==> config.mk <==
export PLATFORM = sky130hd
export DESIGN_NAME = hazard_forward_ctrl_flat
export DESIGN_NICKNAME = d
export VERILOG_FILES = /design/src/rtl/hazard_forward_ctrl_if.sv /design/src/rtl/hazard_forward_ctrl.sv /design/src/flat_wrapper.sv
export SDC_FILE = /design/constraint.sdc
export NUM_CORES = 1
export LEC_CHECK = 0
export ABC_AREA = 1
export BUFFER_PORTS_ARGS = -buffer_cell sky130_fd_sc_hd__clkbuf_2
export CORE_MARGIN = 2
export CORE_UTILIZATION = 30
export CTS_BUF_LIST = sky130_fd_sc_hd__clkbuf_4 sky130_fd_sc_hd__clkbuf_8
export CTS_CLUSTER_DIAMETER = 200
export DETAILED_ROUTE_END_ITERATION = 7
export HOLD_SLACK_MARGIN = 0.03
export PLACE_DENSITY = 0.49
export SETUP_SLACK_MARGIN = 0.2
export SYNTH_ARGS = -nofsm -noshare
export SYNTH_HDL_FRONTEND = slang
export SYNTH_SLANG_ARGS = --single-unit
export TNS_END_PERCENT = 10
==> constraint.sdc <==
create_clock -name clk -period 1.85 [get_ports clk]
set_input_delay 0.0925 -clock clk [delete_from_list [all_inputs] [get_ports clk]]
set_output_delay 0.0925 -clock clk [all_outputs]
set_load 0.1 [all_outputs]
==> src/rtl/hazard_forward_ctrl_if.sv <==
// Pipeline hazard/forwarding control bundle: decode-stage operands and pipeline
// events in, forwarding selects, pipeline-register enables/clears and counters out.
interface hazard_forward_ctrl_if #(
    parameter int AW    = 5,
    parameter int NSRC  = 2,
    parameter int CNT_W = 16
) ();
    logic [NSRC*AW-1:0] rs_d;
    logic [AW-1:0]      rd_d;
    logic               regwrite_d;
    logic               memread_d;
    logic               pcsrc_e;
    logic               mem_busy;
    logic [NSRC*2-1:0]  fwd_e;
    logic               stall_f;
    logic               stall_d;
    logic               flush_d;
    logic               flush_e;
    logic               stall_e;
    logic               stall_m;
    logic               bubble_w;
    logic [CNT_W-1:0]   stall_cnt;
    logic [CNT_W-1:0]   flush_cnt;

    modport master (
        output rs_d, rd_d, regwrite_d, memread_d, pcsrc_e, mem_busy,
        input  fwd_e, stall_f, stall_d, flush_d, flush_e, stall_e, stall_m, bubble_w,
               stall_cnt, flush_cnt
    );

    modport slave (
        input  rs_d, rd_d, regwrite_d, memread_d, pcsrc_e, mem_busy,
        output fwd_e, stall_f, stall_d, flush_d, flush_e, stall_e, stall_m, bubble_w,
               stall_cnt, flush_cnt
    );
endinterface

==> src/rtl/hazard_forward_ctrl.sv <==
// Hazard unit for the 5-stage core: shadows the E/M/W register fields itself and
// derives forwarding, load-use stalls, branch flushes and memory-busy freezes.
module hazard_forward_ctrl #(
    parameter int AW    = 5,
    parameter int NSRC  = 2,
    parameter int CNT_W = 16
) (
    input  logic                 clk,
    input  logic                 reset,
    hazard_forward_ctrl_if.slave bus
);
    logic [AW-1:0]    rs_e_q [NSRC];
    logic [AW-1:0]    rs_e_d [NSRC];
    logic [AW-1:0]    rd_e_q, rd_e_d, rd_m_q, rd_m_d, rd_w_q, rd_w_d;
    logic             rw_e_q, rw_e_d, ld_e_q, ld_e_d;
    logic             rw_m_q, rw_m_d, rw_w_q, rw_w_d;
    logic [CNT_W-1:0] stall_cnt_q, stall_cnt_d, flush_cnt_q, flush_cnt_d;

    logic [NSRC-1:0]  lu_hit;
    logic             lu;
    logic             stall_f, stall_d, flush_d, flush_e, stall_e, stall_m, bubble_w;

    for (genvar gi = 0; gi < NSRC; gi++) begin : g_src
        logic [AW-1:0] rs_dec;
        logic [1:0]    fwd_sel;

        assign rs_dec      = bus.rs_d[gi*AW +: AW];
        assign lu_hit[gi]  = (rs_dec == rd_e_q);

        // M holds the younger result, so it wins when both stages match.
        always_comb begin
            fwd_sel = 2'b00;
            if (rw_m_q && (rd_m_q != '0) && (rd_m_q == rs_e_q[gi])) begin
                fwd_sel = 2'b10;
            end else if (rw_w_q && (rd_w_q != '0) && (rd_w_q == rs_e_q[gi])) begin
                fwd_sel = 2'b01;
            end
        end

        assign bus.fwd_e[gi*2 +: 2] = fwd_sel;
    end

    assign lu = ld_e_q && (rd_e_q != '0) && (|lu_hit);

    always_comb begin
        stall_f  = 1'b0;
        stall_d  = 1'b0;
        flush_d  = 1'b0;
        flush_e  = 1'b0;
        stall_e  = 1'b0;
        stall_m  = 1'b0;
        bubble_w = 1'b0;
        if (bus.mem_busy) begin
            // A taken branch waits: the datapath keeps pcsrc_e asserted until release.
            stall_f  = 1'b1;
            stall_d  = 1'b1;
            stall_e  = 1'b1;
            stall_m  = 1'b1;
            bubble_w = 1'b1;
        end else if (bus.pcsrc_e) begin
            flush_d = 1'b1;
            flush_e = 1'b1;
        end else if (lu) begin
            stall_f = 1'b1;
            stall_d = 1'b1;
            flush_e = 1'b1;
        end
    end

    always_comb begin
        rs_e_d      = rs_e_q;
        rd_e_d      = rd_e_q;
        rw_e_d      = rw_e_q;
        ld_e_d      = ld_e_q;
        rd_m_d      = rd_m_q;
        rw_m_d      = rw_m_q;
        stall_cnt_d = stall_cnt_q;
        flush_cnt_d = flush_cnt_q;

        if (!stall_e) begin
            if (flush_e) begin
                for (int k = 0; k < NSRC; k++) rs_e_d[k] = '0;
                rd_e_d = '0;
                rw_e_d = 1'b0;
                ld_e_d = 1'b0;
            end else begin
                for (int k = 0; k < NSRC; k++) rs_e_d[k] = bus.rs_d[k*AW +: AW];
                rd_e_d = bus.rd_d;
                rw_e_d = bus.regwrite_d;
                ld_e_d = bus.memread_d;
            end
        end

        if (!stall_m) begin
            rd_m_d = rd_e_q;
            rw_m_d = rw_e_q;
        end

        rd_w_d = bubble_w ? '0 : rd_m_q;
        rw_w_d = bubble_w ? 1'b0 : rw_m_q;

        if (stall_d && !(&stall_cnt_q)) stall_cnt_d = stall_cnt_q + 1'b1;
        if (flush_d && !(&flush_cnt_q)) flush_cnt_d = flush_cnt_q + 1'b1;
    end

    always_ff @(posedge clk) begin
        if (reset) begin
            for (int k = 0; k < NSRC; k++) rs_e_q[k] <= '0;
            rd_e_q      <= '0;
            rw_e_q      <= 1'b0;
            ld_e_q      <= 1'b0;
            rd_m_q      <= '0;
            rw_m_q      <= 1'b0;
            rd_w_q      <= '0;
            rw_w_q      <= 1'b0;
            stall_cnt_q <= '0;
            flush_cnt_q <= '0;
        end else begin
            rs_e_q      <= rs_e_d;
            rd_e_q      <= rd_e_d;
            rw_e_q      <= rw_e_d;
            ld_e_q      <= ld_e_d;
            rd_m_q      <= rd_m_d;
            rw_m_q      <= rw_m_d;
            rd_w_q      <= rd_w_d;
            rw_w_q      <= rw_w_d;
            stall_cnt_q <= stall_cnt_d;
            flush_cnt_q <= flush_cnt_d;
        end
    end

    assign bus.stall_f   = stall_f;
    assign bus.stall_d   = stall_d;
    assign bus.flush_d   = flush_d;
    assign bus.flush_e   = flush_e;
    assign bus.stall_e   = stall_e;
    assign bus.stall_m   = stall_m;
    assign bus.bubble_w  = bubble_w;
    assign bus.stall_cnt = stall_cnt_q;
    assign bus.flush_cnt = flush_cnt_q;
endmodule

==> src/flat_wrapper.sv <==
// flat-port wrapper written by rule: the top's interface ports become plain ports
module hazard_forward_ctrl_flat 
#(
    parameter int AW    = 5,
    parameter int NSRC  = 2,
    parameter int CNT_W = 16
)
  (clk, reset, bus_rs_d, bus_rd_d, bus_regwrite_d, bus_memread_d, bus_pcsrc_e, bus_mem_busy, bus_fwd_e, bus_stall_f, bus_stall_d, bus_flush_d, bus_flush_e, bus_stall_e, bus_stall_m, bus_bubble_w, bus_stall_cnt, bus_flush_cnt);
  hazard_forward_ctrl_if #(.AW(AW), .NSRC(NSRC), .CNT_W(CNT_W)) bus_i ();
  input  logic clk;
  input  logic reset;
  input wire logic [$bits(bus_i.rs_d)-1:0] bus_rs_d;
  input wire logic [$bits(bus_i.rd_d)-1:0] bus_rd_d;
  input wire logic [$bits(bus_i.regwrite_d)-1:0] bus_regwrite_d;
  input wire logic [$bits(bus_i.memread_d)-1:0] bus_memread_d;
  input wire logic [$bits(bus_i.pcsrc_e)-1:0] bus_pcsrc_e;
  input wire logic [$bits(bus_i.mem_busy)-1:0] bus_mem_busy;
  output wire logic [$bits(bus_i.fwd_e)-1:0] bus_fwd_e;
  output wire logic [$bits(bus_i.stall_f)-1:0] bus_stall_f;
  output wire logic [$bits(bus_i.stall_d)-1:0] bus_stall_d;
  output wire logic [$bits(bus_i.flush_d)-1:0] bus_flush_d;
  output wire logic [$bits(bus_i.flush_e)-1:0] bus_flush_e;
  output wire logic [$bits(bus_i.stall_e)-1:0] bus_stall_e;
  output wire logic [$bits(bus_i.stall_m)-1:0] bus_stall_m;
  output wire logic [$bits(bus_i.bubble_w)-1:0] bus_bubble_w;
  output wire logic [$bits(bus_i.stall_cnt)-1:0] bus_stall_cnt;
  output wire logic [$bits(bus_i.flush_cnt)-1:0] bus_flush_cnt;
  assign bus_i.rs_d = bus_rs_d;
  assign bus_i.rd_d = bus_rd_d;
  assign bus_i.regwrite_d = bus_regwrite_d;
  assign bus_i.memread_d = bus_memread_d;
  assign bus_i.pcsrc_e = bus_pcsrc_e;
  assign bus_i.mem_busy = bus_mem_busy;
  assign bus_fwd_e = bus_i.fwd_e;
  assign bus_stall_f = bus_i.stall_f;
  assign bus_stall_d = bus_i.stall_d;
  assign bus_flush_d = bus_i.flush_d;
  assign bus_flush_e = bus_i.flush_e;
  assign bus_stall_e = bus_i.stall_e;
  assign bus_stall_m = bus_i.stall_m;
  assign bus_bubble_w = bus_i.bubble_w;
  assign bus_stall_cnt = bus_i.stall_cnt;
  assign bus_flush_cnt = bus_i.flush_cnt;
  hazard_forward_ctrl #(.AW(AW), .NSRC(NSRC), .CNT_W(CNT_W)) u_core (.clk(clk), .reset(reset), .bus(bus_i));
endmodule
# Word level (Yosys, flattened, before mapping)
# Index checks and enable logic that the tools add are counted.
[totals] ff_bits=61 in_bits=21
[classes] addsub=2 n_eq_ne=6 muxes=16 reduce_logical=19
[ops] op="$add 16x1->16 const B" count=2
[ops] op="$reduce_and 16->1" count=2
[ops] op="$eq 5x5->1" count=6
[ops] op="$reduce_bool 5->1" count=3
[ops] op="$mux 1" count=12
[ops] op="$logic_and 1x1->1" count=10
[ops] op="$mux 10" count=1
[ops] op="$mux 5" count=1
[ops] op="$mux 2" count=2
[ops] op="$reduce_or 2->1" count=2
[ops] op="$logic_not 1->1" count=2

# Depth between registers and ports, before layout
# Gate-level depths: netlist of the first run.
[depth] word_depth=7 mapped_depth=13

# Worst setup path before layout of the first run
# No wires, ideal clock.
[synth_timing] path_type="flip-flop to output port" from="reg u_core.rd_m_q[3]" to="out bus_fwd_e[2]" arrival_time_ns=5.407 slack_ns=-3.649 path_stages_with_launch=6 path_cell_list="dfxtp_1 > inv_1 > nand2_1 > nand4_1 > nor4_1 > nor3_1"
[synth_between] elab_chain_len=4 elab_cells_between_ends=5 cone_classes="eq/ne: 1; mux: 1; reduce/logical: 3"
[synth_rtl] element="from (decl)" line="hazard_forward_ctrl.sv:14" text="logic [AW-1:0] rd_e_q, rd_e_d, rd_m_q, rd_m_d, rd_w_q, rd_w_d;"
[synth_rtl] element="from (signal assigned)" line="hazard_forward_ctrl.sv:123" text="rd_m_q <= rd_m_d;"
[synth_rtl] element="$reduce_bool 5->1" line="hazard_forward_ctrl.sv:33" text="if (rw_m_q && (rd_m_q != '0) && (rd_m_q == rs_e_q[gi])) begin"
[synth_rtl] element="$logic_and 1x1->1" line="hazard_forward_ctrl.sv:33"
[synth_rtl] element="$logic_and 1x1->1 *" line="hazard_forward_ctrl.sv:33"
[synth_rtl] element="$mux 2 *" line="hazard_forward_ctrl.sv:33"
[synth_rtl] element="to (decl)" line="flat_wrapper.sv:18" text="output wire logic [$bits(bus_i.fwd_e)-1:0] bus_fwd_e;"
# Every way passes the cells marked *; elsewhere a longest branch is shown, timed or not.

# Worst setup path in the final report of the first run
[layout_timing] from="reg u_core.flush_cnt_q[1] (netlist: u_core.bus.flush_cnt[1])" to="reg u_core.flush_cnt_q[6] (netlist: u_core.bus.flush_cnt[6])"
[layout_between] elab_chain_len=3 elab_cells_between_ends=4 cone_classes="add/sub: 1; reduce/logical: 3"
[layout_rtl] element="from (decl)" line="hazard_forward_ctrl.sv:17" text="logic [CNT_W-1:0] stall_cnt_q, stall_cnt_d, flush_cnt_q, flush_cnt_d;"
[layout_rtl] element="from (signal assigned)" line="hazard_forward_ctrl.sv:128" text="flush_cnt_q <= flush_cnt_d;"
[layout_rtl] element="parallel branches: the longest is 3 deep, another holds $add 16x1->16"
# Several ways; the timed one is not identified.
# A chain may end at the register's enable or synchronous reset.

==> results of run 1 <==
-- layout by cell type, fill, tap and decap left out, types with 10 or more instances in the layout --
cell type   n
nand2_1    96
nor2_1     61
clkbuf_2   56
inv_1      41
dfxtp_1    36
o21ai_0    23
nand2_2    19
a21oi_1    19
dfxtp_2    17
xnor2_1    14
nand3_1    14
inv_2      13
nand3_2    13
a21oi_2    13
buf_4      13
xor2_1     11
nand4_1    11
clkbuf_8   10
-- layout make-up --
cell class                 count  area share (%)
multi-input combinational    344           44.58
sequential                    61           27.21
clock inverter                 2          0.2141
inverter                      57           4.790
clock buffer                  13           3.425
timing repair buffer          93           16.14
tap                          136           3.639
-- state kept, by name, indices dropped and copies added (netlist names) --
name / cells
u_core.rw_w_q: 1
u_core.rd_e_q: 5
u_core.rs_e_q: 10
u_core.bus.flush_cnt: 16
u_core.rd_w_q: 5
u_core.ld_e_q: 1
u_core.rd_m_q: 5
u_core.rw_m_q: 1
u_core.rw_e_q: 1
u_core.bus.stall_cnt: 16
-- power by group --
part / internal [mW] / total [mW] / switching, mW / leakage [nW]
clock: 0.556 / 1.06 / 0.500 / 0.0935
sequential: 1.36 / 1.42 / 0.0584 / 0.509
combinational: 0.201 / 0.563 / 0.362 / 1.52
-- worst max path at each step --
stage | from | depth (start not counted) | slack [ns] | endpoint
3_5_place_dp | u_core.bus.flush_cnt[0] | 12 | 0.12 | u_core.bus.flush_cnt[7]
4_1_cts | u_core.rs_e_q[0] | 6 | 0.05 | bus_fwd_e[2]
6_report | u_core.bus.flush_cnt[1] | 10 | 0.09 | u_core.bus.flush_cnt[6]
3_3_place_gp | u_core.bus.stall_cnt[0] | 10 | 0.18 | u_core.bus.stall_cnt[6]
2_1_floorplan | u_core.rd_m_q[0] | 5 | -0.35 | bus_fwd_e[2]
5_1_grt | u_core.bus.flush_cnt[1] | 10 | -0.006 | u_core.bus.flush_cnt[6]
-- per-layer routing --
layer | track usage (%) | up-vias | routed length (um)
met4 | 5.495 | 0 | 119
met5 | 0 | - | 0
met1 | 19.62 | 1487 | 4182
met2 | 24.21 | 67 | 4080
met3 | 3.858 | 12 | 356
li1 | - | 1690 | -
-- cell usage after synthesis --
cell	count
nand2_1	119
nor2_1	71
dfxtp_1	61
inv_1	56
a21oi_1	32
o21ai_0	31
nand3_1	26
xnor2_1	15
nand4_1	11
xor2_1	11
nor3_1	8
buf_4	6
buf_2	5
clkbuf_1	5
buf_6	3
mux2i_1	3
nor4_1	3
ha_1	2
nand3b_4	2
a31oi_1	1
and3_2	1
buf_1	1
inv_2	1
nand2_2	1
nand3_2	1
nand3b_1	1
nor2_2	1
nor2_4	1
o21ai_2	1
o41ai_1	1
or2_2	1
-- what timing repair did --
action                                  4_1_cts  5_1_grt
buffers inserted                              4        5
endpoints found under the hold margin        13        0
resized for setup                            10      122
pin swaps                                     3       59
gates cloned                                  1        1
hold buffers                                  8        0
endpoints found under the setup margin       21       40
-- cells by family after synthesis --
logic type      synth area share [%]
mux                           0.9242
simple gates                   32.81
buf+inv                        10.47
xor+xnor                       7.008
fa+ha+maj                     0.7700
compound gates                 10.44
flops                          37.58
-- worst reg2reg max path: stages (launching register included) --
cell and delay [ns]:
dfxtp_4 0.39, ha_4 0.16, nand2_4 0.06, inv_2 0.06, nand2_2 0.06, nand3b_4 0.18
o21ai_4 0.28, clkinv_4 0.22, nand2_2 0.11, o21ai_0 0.07, a21oi_1 0.11
-- through the flow --
stage          power, mW  hold slack [ns]  worst slack, ns  setup TNS, ns  std cells
2_1_floorplan      1.798           0.2519          -0.3532         -9.047        482
3_3_place_gp       1.915           0.3396           0.1815              0        672
3_5_place_dp       1.917           0.3481           0.1233              0        672
4_1_cts            3.024          0.04649          0.04705              0        700
5_1_grt            3.196          0.08761        -0.006209      -0.006209        706
6_report           3.036          0.05770          0.09127              0        706
==> results.json, run 1 <==
{
  "htreeDepth": 3,
  "path_cells": "ha_4 -> nand2_4 -> inv_2 -> nand2_2 -> nand3b_4 -> o21ai_4 -> clkinv_4 -> nand2_2 -> o21ai_0 -> a21oi_1",
  "drt_wl_total_mm": 8.739,
  "crit_path_max_fanout": 12,
  "period_share_pct": 95.07,
  "portBuffers": 63,
  "initial_core_util_pct": 31.20,
  "nFillCells": 1079,
  "whs_path_depth": 3,
  "crit_type": "reg -> reg",
  "dr.pass1.iters": 5,
  "drive_gt1_share_pct": 38.77,
  "drc_errors": 0,
  "regArea_um2": 1272,
  "yosys_warnings": 0,
  "antenna_found_initial": 0,
  "io_pins": 64,
  "cp_common_cell": "nand2_2",
  "cp_data_required_time_ns": 2.11,
  "worst-path-buf-inv": 2,
  "cp-end-kind": "flip-flop",
  "setup_viol": 0,
  "power_leakage_nw": 2.120,
  "wl_per_cell_um": 12.38,
  "maxSlewViolCount": 0,
  "cts.clk_slew.worst_paths_ns": 0.06,
  "cpMaxStageDelayCell": "dfxtp_4",
  "coreArea_um2": 10420,
  "cp_top_family": "compound AO/OA/AOI/OAI gates",
  "routed-via-count": 3256,
  "synth_area_um2": 3249,
  "clock-sinks": 61,
  "hold_class": "in -> reg",
  "final_util_pct": 44.89,
  "cap_viol_max_count": 0,
  "cpPeakStageDelay_ns": 0.39,
  "placed_area_um2": 3886,
  "grt_start_max_net_pins": 37,
  "timing.fmax_ghz": 0.5686,
  "maxSlewHeadroom_pct": 63.40,
  "area_growth_pct": 43.90,
  "worstReg2RegStart": "u_core.bus.flush_cnt[1]",
  "rows": 37,
  "multi_input_area_um2": 2085,
  "clockBufferDepth": 2,
  "power_per_cell_area_nw_per_um2": 649.3,
  "final-hold-violation-count": 0,
  "worst_slew_pin_slew_ns": 0.5514,
  "r2r_slack_ns": 0.09,
  "fin_skew_ns": 0.01054,
  "irDropWorstVdd_mv": 0.2872,
  "cts_tree": "yes",
  "design_area_um2": 4676,
  "startpoint_type": "flip-flop",
  "ys_top_cells_by_area": "dfxtp_1, nand2_1, nor2_1, inv_1, a21oi_1",
  "diodes": 0,
  "ys_ff_latch": 61,
  "drt_iter0_markers": 93,
  "avgSynthCellArea_um2": 6.741,
  "grt_pass1_vias": 3023,
  "hp-start": "bus_rs_d[8]",
  "ys_types": 31,
  "rsz0062_at_grt": "yes",
  "netlist_instances": 482,
  "synth_nets": 505,
  "die_h_um": 108.1,
  "yosysTopAreaCellShare_pct": 37.58,
  "yosys.area.top_type": "dfxtp_1",
  "numCtsBuffers": 9,
  "ys_seq_area_share_pct": 37.58,
  "arrival_ns": 2.02,
  "min_to": "u_core.rs_e_q[3]",
  "dp_hpwl_mm": 5.986,
  "fin_nets": 589,
  "r2r-end": "u_core.bus.flush_cnt[6]",
  "die_w_um": 108.1,
  "grt-ovfl-total": 0,
  "reg2reg_depth": 10,
  "viasPerCell": 4.612,
  "clock_latency_ns": 0.34,
  "ant_nets": 0,
  "gp_congestion": 0.8427,
  "fin_crit_ns": 1.759,
  "groute.usage.overall_pct": 15.10,
  "cts-root-buf": "clkbuf_8",
  "status": "finished, final reports clean",
  "dieArea_um2": 11680,
  "grt_pass1_wl_mm": 13.98
}
No activity file was read; power rests on OpenSTA's default activity.
==> run 2: changes to the inputs <==
--- a/config.mk
+++ b/config.mk
@@ -5,7 +5,7 @@
 export SDC_FILE = /design/constraint.sdc
 export NUM_CORES = 1
 export LEC_CHECK = 0
-export ABC_AREA = 1
+export ABC_AREA = 0
 export BUFFER_PORTS_ARGS = -buffer_cell sky130_fd_sc_hd__clkbuf_2
 export CORE_MARGIN = 2
 export CORE_UTILIZATION = 30
==> results.json, run 2 <==
{
  "mostFrequentLayoutCells": "clkbuf_2, nor2_1, buf_4",
  "yosysTopAreaCellShare_pct": 41.32,
  "final_common_cell": "clkbuf_2",
  "die_h_um": 103.3,
  "coreArea_um2": 9684,
  "final-hold-violation-count": 0,
  "grt_pass1_vias": 2559,
  "crit_type": "reg -> out",
  "drive_gt1_share_pct": 44.50,
  "power_per_cell_area_nw_per_um2": 694.6,
  "whs_path_depth": 3,
  "ys_ff_latch": 61,
  "ant_nets": 0,
  "cts-root-buf": "clkbuf_8",
  "fin_ws_ns": -0.2290,
  "synth_nets": 352,
  "dp_hpwl_mm": 5.606,
  "netlist_instances": 329,
  "min_to": "u_core.rs_e_q[4]",
  "clock-sinks": 61,
  "yosys_warnings": 0,
  "status": "complete, but fails checks",
  "startpoint_type": "flip-flop",
  "ys_types": 39,
  "clock_latency_ns": 0.34,
  "ys_seq_area_share_pct": 41.32,
  "regArea_um2": 1316,
  "dr.pass1.iters": 4,
  "synth_edf_count": 0,
  "design_area_um2": 4363,
  "dieArea_um2": 10660,
  "synth.most_common_cell": "dfxtp_1",
  "yosys.area.top_type": "dfxtp_1",
  "gp_congestion": 0.7804,
  "drt_wl_total_mm": 7.538,
  "synth_commonest_cells": "dfxtp_1, nor2_1, xnor2_1, mux2i_1, xor2_1",
  "maxSlewViolCount": 0,
  "r2r_slack_ns": -0.11,
  "placed_area_um2": 3881,
  "io_pins": 64,
  "hold_class": "in -> reg",
  "portBuffers": 63,
  "failed_checks": "negative setup slack",
  "wl_per_cell_um": 13.25,
  "fin_nets": 454,
  "grt_pass1_wl_mm": 12.31,
  "irDropWorstVdd_mv": 0.2966,
  "groute.usage.overall_pct": 15.02,
  "cp_data_required_time_ns": 1.76,
  "arrival_ns": 1.99,
  "reg2reg_depth": 7,
  "fin_skew_ns": 0.008770,
  "cap_viol_max_count": 0,
  "avgSynthCellArea_um2": 8.983,
  "routed-via-count": 2659,
  "multi_input_area_um2": 1849,
  "cts_tree": "yes",
  "area_growth_pct": 47.63,
  "die_w_um": 103.3,
  "grt-ovfl-total": 0,
  "power_leakage_nw": 1.830,
  "drc_errors": 0,
  "worstReg2RegStart": "u_core.rd_e_q[2]",
  "numCtsBuffers": 9,
  "initial_core_util_pct": 30.52,
  "cts.clk_slew.worst_paths_ns": 0.06,
  "drt_iter0_markers": 76,
  "grt_start_max_net_pins": 29,
  "rows": 36,
  "async_flop_share_pct": 0,
  "timing.fmax_ghz": 0.4810,
  "antenna_found_initial": 0,
  "r2r-end": "u_core.bus.stall_cnt[7]",
  "htreeDepth": 3,
  "hp-start": "bus_rs_d[9]",
  "ys_top_cells_by_area": "dfxtp_1, mux2i_1, xnor2_1, nor2_1, xor2_1",
  "period_share_pct": 112.4,
  "maxSlewHeadroom_pct": 63.57,
  "rsz0062_at_grt": "yes",
  "setup_viol": 11,
  "synthFlopType": "dfxtp_1",
  "worst_slew_pin_slew_ns": 0.5487,
  "viasPerCell": 4.673,
  "diodes": 0,
  "synth_area_um2": 2955,
  "cp-end-kind": "primary output",
  "clockBufferDepth": 2,
  "crit_path_start": "u_core.rd_w_q[3]",
  "final_util_pct": 45.05,
  "crit_path_max_fanout": 2,
  "fin_crit_ns": 2.079,
  "nFillCells": 936
}
## run 2: cell count changes after synthesis, sizes merged, moves of 13 or more
cell   previous run  this run
nand2           120        15
inv              57         4
nor2             73        45
mux2i             3        24
o21ai            32        11
a21oi            32        15
nand3            27        14
## run 2: final cells by class
cell class | instances | area share [%]
clock buffers | 12 | 3.499
clock inverters | 4 | 1.061
inverters | 4 | 0.3441
multi-input cells | 248 | 42.39
flip-flops and latches | 61 | 30.17
well taps | 133 | 3.814
repair buffers | 107 | 18.73
## run 2: worst max-delay path by stage
stage               slack (ns)  depth (start not counted)                 endpoint
finish                   -0.23                          5             bus_fwd_e[2]
global route             -0.29                          5             bus_fwd_e[2]
CTS                      -0.29                          5             bus_fwd_e[2]
detailed placement       -0.11                          7  u_core.bus.stall_cnt[7]
global placement          -0.1                          7  u_core.bus.stall_cnt[7]
floorplan                -0.53                          4             bus_fwd_e[0]
## run 2: layer usage
metal | wire length [um] | part of all wire (%) | global-route usage, %
met1 | 3523 | 47 | 19.55
met2 | 3519 | 47 | 23.93
met3 | 359 | 4.8 | 3.495
met4 | 135 | 1.8 | 6.377
met5 | 0 | 0 | 0
## run 2: per-stage QoR
| stage | setup WS [ns] | cells | setup TNS, ns | power, mW | hold WS, ns |
|---|---|---|---|---|---|
| 6_report | -0.2290 | 569 | -1.216 | 3.031 | 0.04837 |
| 5_1_grt | -0.2948 | 569 | -2.796 | 3.174 | 0.06331 |
| 4_1_cts | -0.2898 | 567 | -1.674 | 3.067 | 0.03076 |
| 3_5_place_dp | -0.1109 | 543 | -0.3943 | 1.831 | 0.3330 |
| 3_3_place_gp | -0.09697 | 543 | -0.2689 | 1.828 | 0.3249 |
| 2_1_floorplan | -0.5261 | 329 | -9.871 | 1.697 | 0.2363 |
## run 2: timing repair
item                                    in CTS  in global routing
buffers inserted                             1                  2
pin swaps                                   25                 18
hold buffers                                 7                  0
resized for setup                           19                 33
endpoints found under the setup margin      44                 54
endpoints found under the hold margin        7                  0
## run 2: logic make-up (layout without fill, tap and decap cells)
logic type,Yosys count,count (layout),share of synthesized area [%]
and+or+nand+nor,136,136,23.62
DFF,61,61,41.32
xor gates and xnor gates,44,44,13.04
AOI/OAI and AO/OA,40,40,8.553
muxes,26,26,8.891
buffers and inverters,20,127,3.725
adders and majority gates,2,2,0.8466
## run 2: critical path: stages (launching register included)
cell	delay [ns]
dfxtp_2	0.32
buf_6	0.11
xor2_1	0.13
or4_4	0.54
nor4_4	0.33
buf_12	0.21
## run 2: power breakdown
group / internal, mW / total (mW) / switching (mW) / leakage [nW]
clock: 0.685 / 1.20 / 0.513 / 0.108
sequential: 1.33 / 1.36 / 0.0376 / 0.520
combinational: 0.181 / 0.467 / 0.286 / 1.20
total: 2.19 / 3.03 / 0.837 / 1.83
==> run 3: changes to the inputs <==
--- a/config.mk
+++ b/config.mk
@@ -8,12 +8,12 @@
 export ABC_AREA = 0
 export BUFFER_PORTS_ARGS = -buffer_cell sky130_fd_sc_hd__clkbuf_2
 export CORE_MARGIN = 2
-export CORE_UTILIZATION = 30
+export CORE_UTILIZATION = 35
 export CTS_BUF_LIST = sky130_fd_sc_hd__clkbuf_4 sky130_fd_sc_hd__clkbuf_8
 export CTS_CLUSTER_DIAMETER = 200
 export DETAILED_ROUTE_END_ITERATION = 7
 export HOLD_SLACK_MARGIN = 0.03
-export PLACE_DENSITY = 0.49
+export PLACE_DENSITY = 0.55
 export SETUP_SLACK_MARGIN = 0.2
 export SYNTH_ARGS = -nofsm -noshare
 export SYNTH_HDL_FRONTEND = slang
==> constraint.sdc (replaced) <==
create_clock -name clk -period 2.5 [get_ports clk]
set_input_delay 0.125 -clock clk [delete_from_list [all_inputs] [get_ports clk]]
set_output_delay 0.125 -clock clk [all_outputs]
set_load 0.1 [all_outputs]
==> results.json, run 3 (synthesized netlist as in run 2, its figures left out) <==
{
  "status": "finished, final reports clean",
  "htreeDepth": 3,
  "cp_common_cell": "or4_1",
  "cts_setup_buffers": 0,
  "worst-path-buf-inv": 1,
  "grt-ovfl-total": 0,
  "r2r-end": "u_core.bus.stall_cnt[1]",
  "dr.pass1.iters": 4,
  "arrival_ns": 2.12,
  "cts_tree": "yes",
  "cp-end-kind": "primary output",
  "maxSlewHeadroom_pct": 63.88,
  "cts-root-buf": "clkbuf_8",
  "fin_crit_ns": 2.244,
  "timing.fmax_ghz": 0.4456,
  "startpoint_type": "flip-flop",
  "grt_pass1_wl_mm": 11.73,
  "grt_start_max_net_pins": 24,
  "hold_class": "in -> reg",
  "crit_path_max_fanout": 3,
  "portBuffers": 63,
  "reg2reg_depth": 7,
  "maxSlewViolCount": 0,
  "ant_nets": 0,
  "clock_latency_ns": 0.33,
  "worstReg2RegStart": "u_core.rd_e_q[1]",
  "cts.clk_slew.worst_paths_ns": 0.06,
  "cp_top_family": "simple AND/OR/NAND/NOR gates",
  "layoutNonFillerInstCount": 503,
  "min_to": "u_core.rd_e_q[0]",
  "cpPeakStageDelay_ns": 0.59,
  "drt_iter0_markers": 84,
  "mostFrequentLayoutCells": "clkbuf_2, dfxtp_1, nor2_1",
  "numCtsBuffers": 9,
  "whs_path_depth": 3,
  "die_w_um": 95.89,
  "io_pins": 64,
  "r2r_slack_ns": 0.35,
  "diodes": 0,
  "place_inst": 487,
  "antenna_found_initial": 0,
  "setup_viol": 0,
  "period_share_pct": 89.76,
  "drc_errors": 0,
  "drt_wl_total_mm": 7.147,
  "coreArea_um2": 8217,
  "gp_congestion": 0.7855,
  "power_leakage_nw": 1.531,
  "wl_per_cell_um": 14.21,
  "initial_core_util_pct": 35.97,
  "die_h_um": 95.89,
  "cp_data_required_time_ns": 2.38,
  "irDropWorstVdd_mv": 0.3088,
  "cap_viol_max_count": 0,
  "grt_pass1_vias": 2376,
  "dp_hpwl_mm": 5.188,
  "drive_gt1_share_pct": 25.88,
  "hp-start": "bus_rd_d[0]",
  "groute.usage.overall_pct": 16.54,
  "area_growth_pct": 23.67,
  "cpMaxStageDelayCell": "or4_1",
  "final_common_cell": "clkbuf_2",
  "power_mw": 2.071,
  "final-hold-violation-count": 0,
  "fin_nets": 418,
  "worst_slew_pin_slew_ns": 0.5441,
  "rows": 33,
  "clockBufferDepth": 2,
  "path_cells": "or4_1 -> o21ai_0 -> or4_1 -> nor4_4 -> buf_4",
  "viasPerCell": 5.078,
  "power_per_cell_area_nw_per_um2": 566.6,
  "crit_type": "reg -> out",
  "dieArea_um2": 9195,
  "rsz0062_at_grt": "yes",
  "clock-sinks": 61,
  "fin_skew_ns": 0.01079,
  "routed-via-count": 2554
}
==> run 3: cell types whose count changed in the layout (fill, tap and decap cells not counted), moves of 5 or more <==
cell	before	now
buf_4	33	7
dfxtp_2	25	6
buf_6	7	0
clkbuf_2	52	58
nor2_1	36	43
buf_12	8	1
dlygate4sd3_1	7	2
dfxtp_4	17	0
dfxtp_1	19	55
==> run 3: metrics by stage <==
step / utilization, % / setup slack (ns) / instance area [um2] / setup TNS [ns] / hold slack [ns]
after floorplan: - / -0.03881 / 3043 / -0.2447 / 0.2689
after global placement: 42.01 / 0.3587 / 3452 / 0 / 0.3639
final: 44.48 / 0.2559 / 3655 / 0 / 0.04274
after detailed placement: 42.01 / 0.3366 / 3452 / 0 / 0.3736
after CTS: 44.37 / 0.1638 / 3646 / 0 / 0.03150
after global routing: 44.48 / 0.1309 / 3655 / 0 / 0.05018
==> run 3: layout make-up <==
class	count	area, um2
clock buffer	12	158.9
clock inverter	2	10.01
fill	818	4562
inverter	4	15.01
multi-input combinational	248	1710
sequential	61	1229
tap	105	131.4
timing repair buffer	71	400.4
==> run 3: report_power, final <==
group | switching [mW] | internal [mW] | leakage [nW] | total [mW]
clock | 0.352 | 0.411 | 0.0915 | 0.762
combinational | 0.188 | 0.0908 | 0.942 | 0.279
sequential | 0.0333 | 0.996 | 0.497 | 1.03
total | 0.574 | 1.50 | 1.53 | 2.07
==> run 3: worst max path at each step <==
stage,start,endpoint,cells after the start
2_1_floorplan,u_core.bus.flush_cnt[7],u_core.bus.flush_cnt[14],7
3_3_place_gp,u_core.bus.stall_cnt[0],u_core.bus.stall_cnt[1],8
3_5_place_dp,u_core.bus.stall_cnt[0],u_core.bus.stall_cnt[1],8
4_1_cts,u_core.rd_e_q[0],bus_flush_e,6
5_1_grt,u_core.bus.stall_cnt[0],u_core.bus.stall_cnt[1],8
6_report,u_core.rd_w_q[4],bus_fwd_e[0],5
==> run 3: routing by layer <==
| layer | vias to the layer above | track usage (%) | wire [um] |
|---|---|---|---|
| met4 | 0 | 6.786 | 121 |
| met1 | 1200 | 22.39 | 3361 |
| met2 | 55 | 26.22 | 3384 |
| met5 | - | 0 | 0 |
| met3 | 11 | 2.662 | 280 |
| li1 | 1288 | - | - |
==> run 3: worst min-delay path, delay by kind of cell <==
kind | cells | cell delay, ns
buffers and inverters | 1 | 0.08
AND/OR/NAND/NOR | 1 | 0.07
multiplexers | 1 | 0.05
==> run 3: repair_timing <==
action,CTS,global route
resized for setup,2,7
hold buffers,2,0
setup endpoints to repair,3,8
pin swaps,0,1
endpoints found under the hold margin,2,0
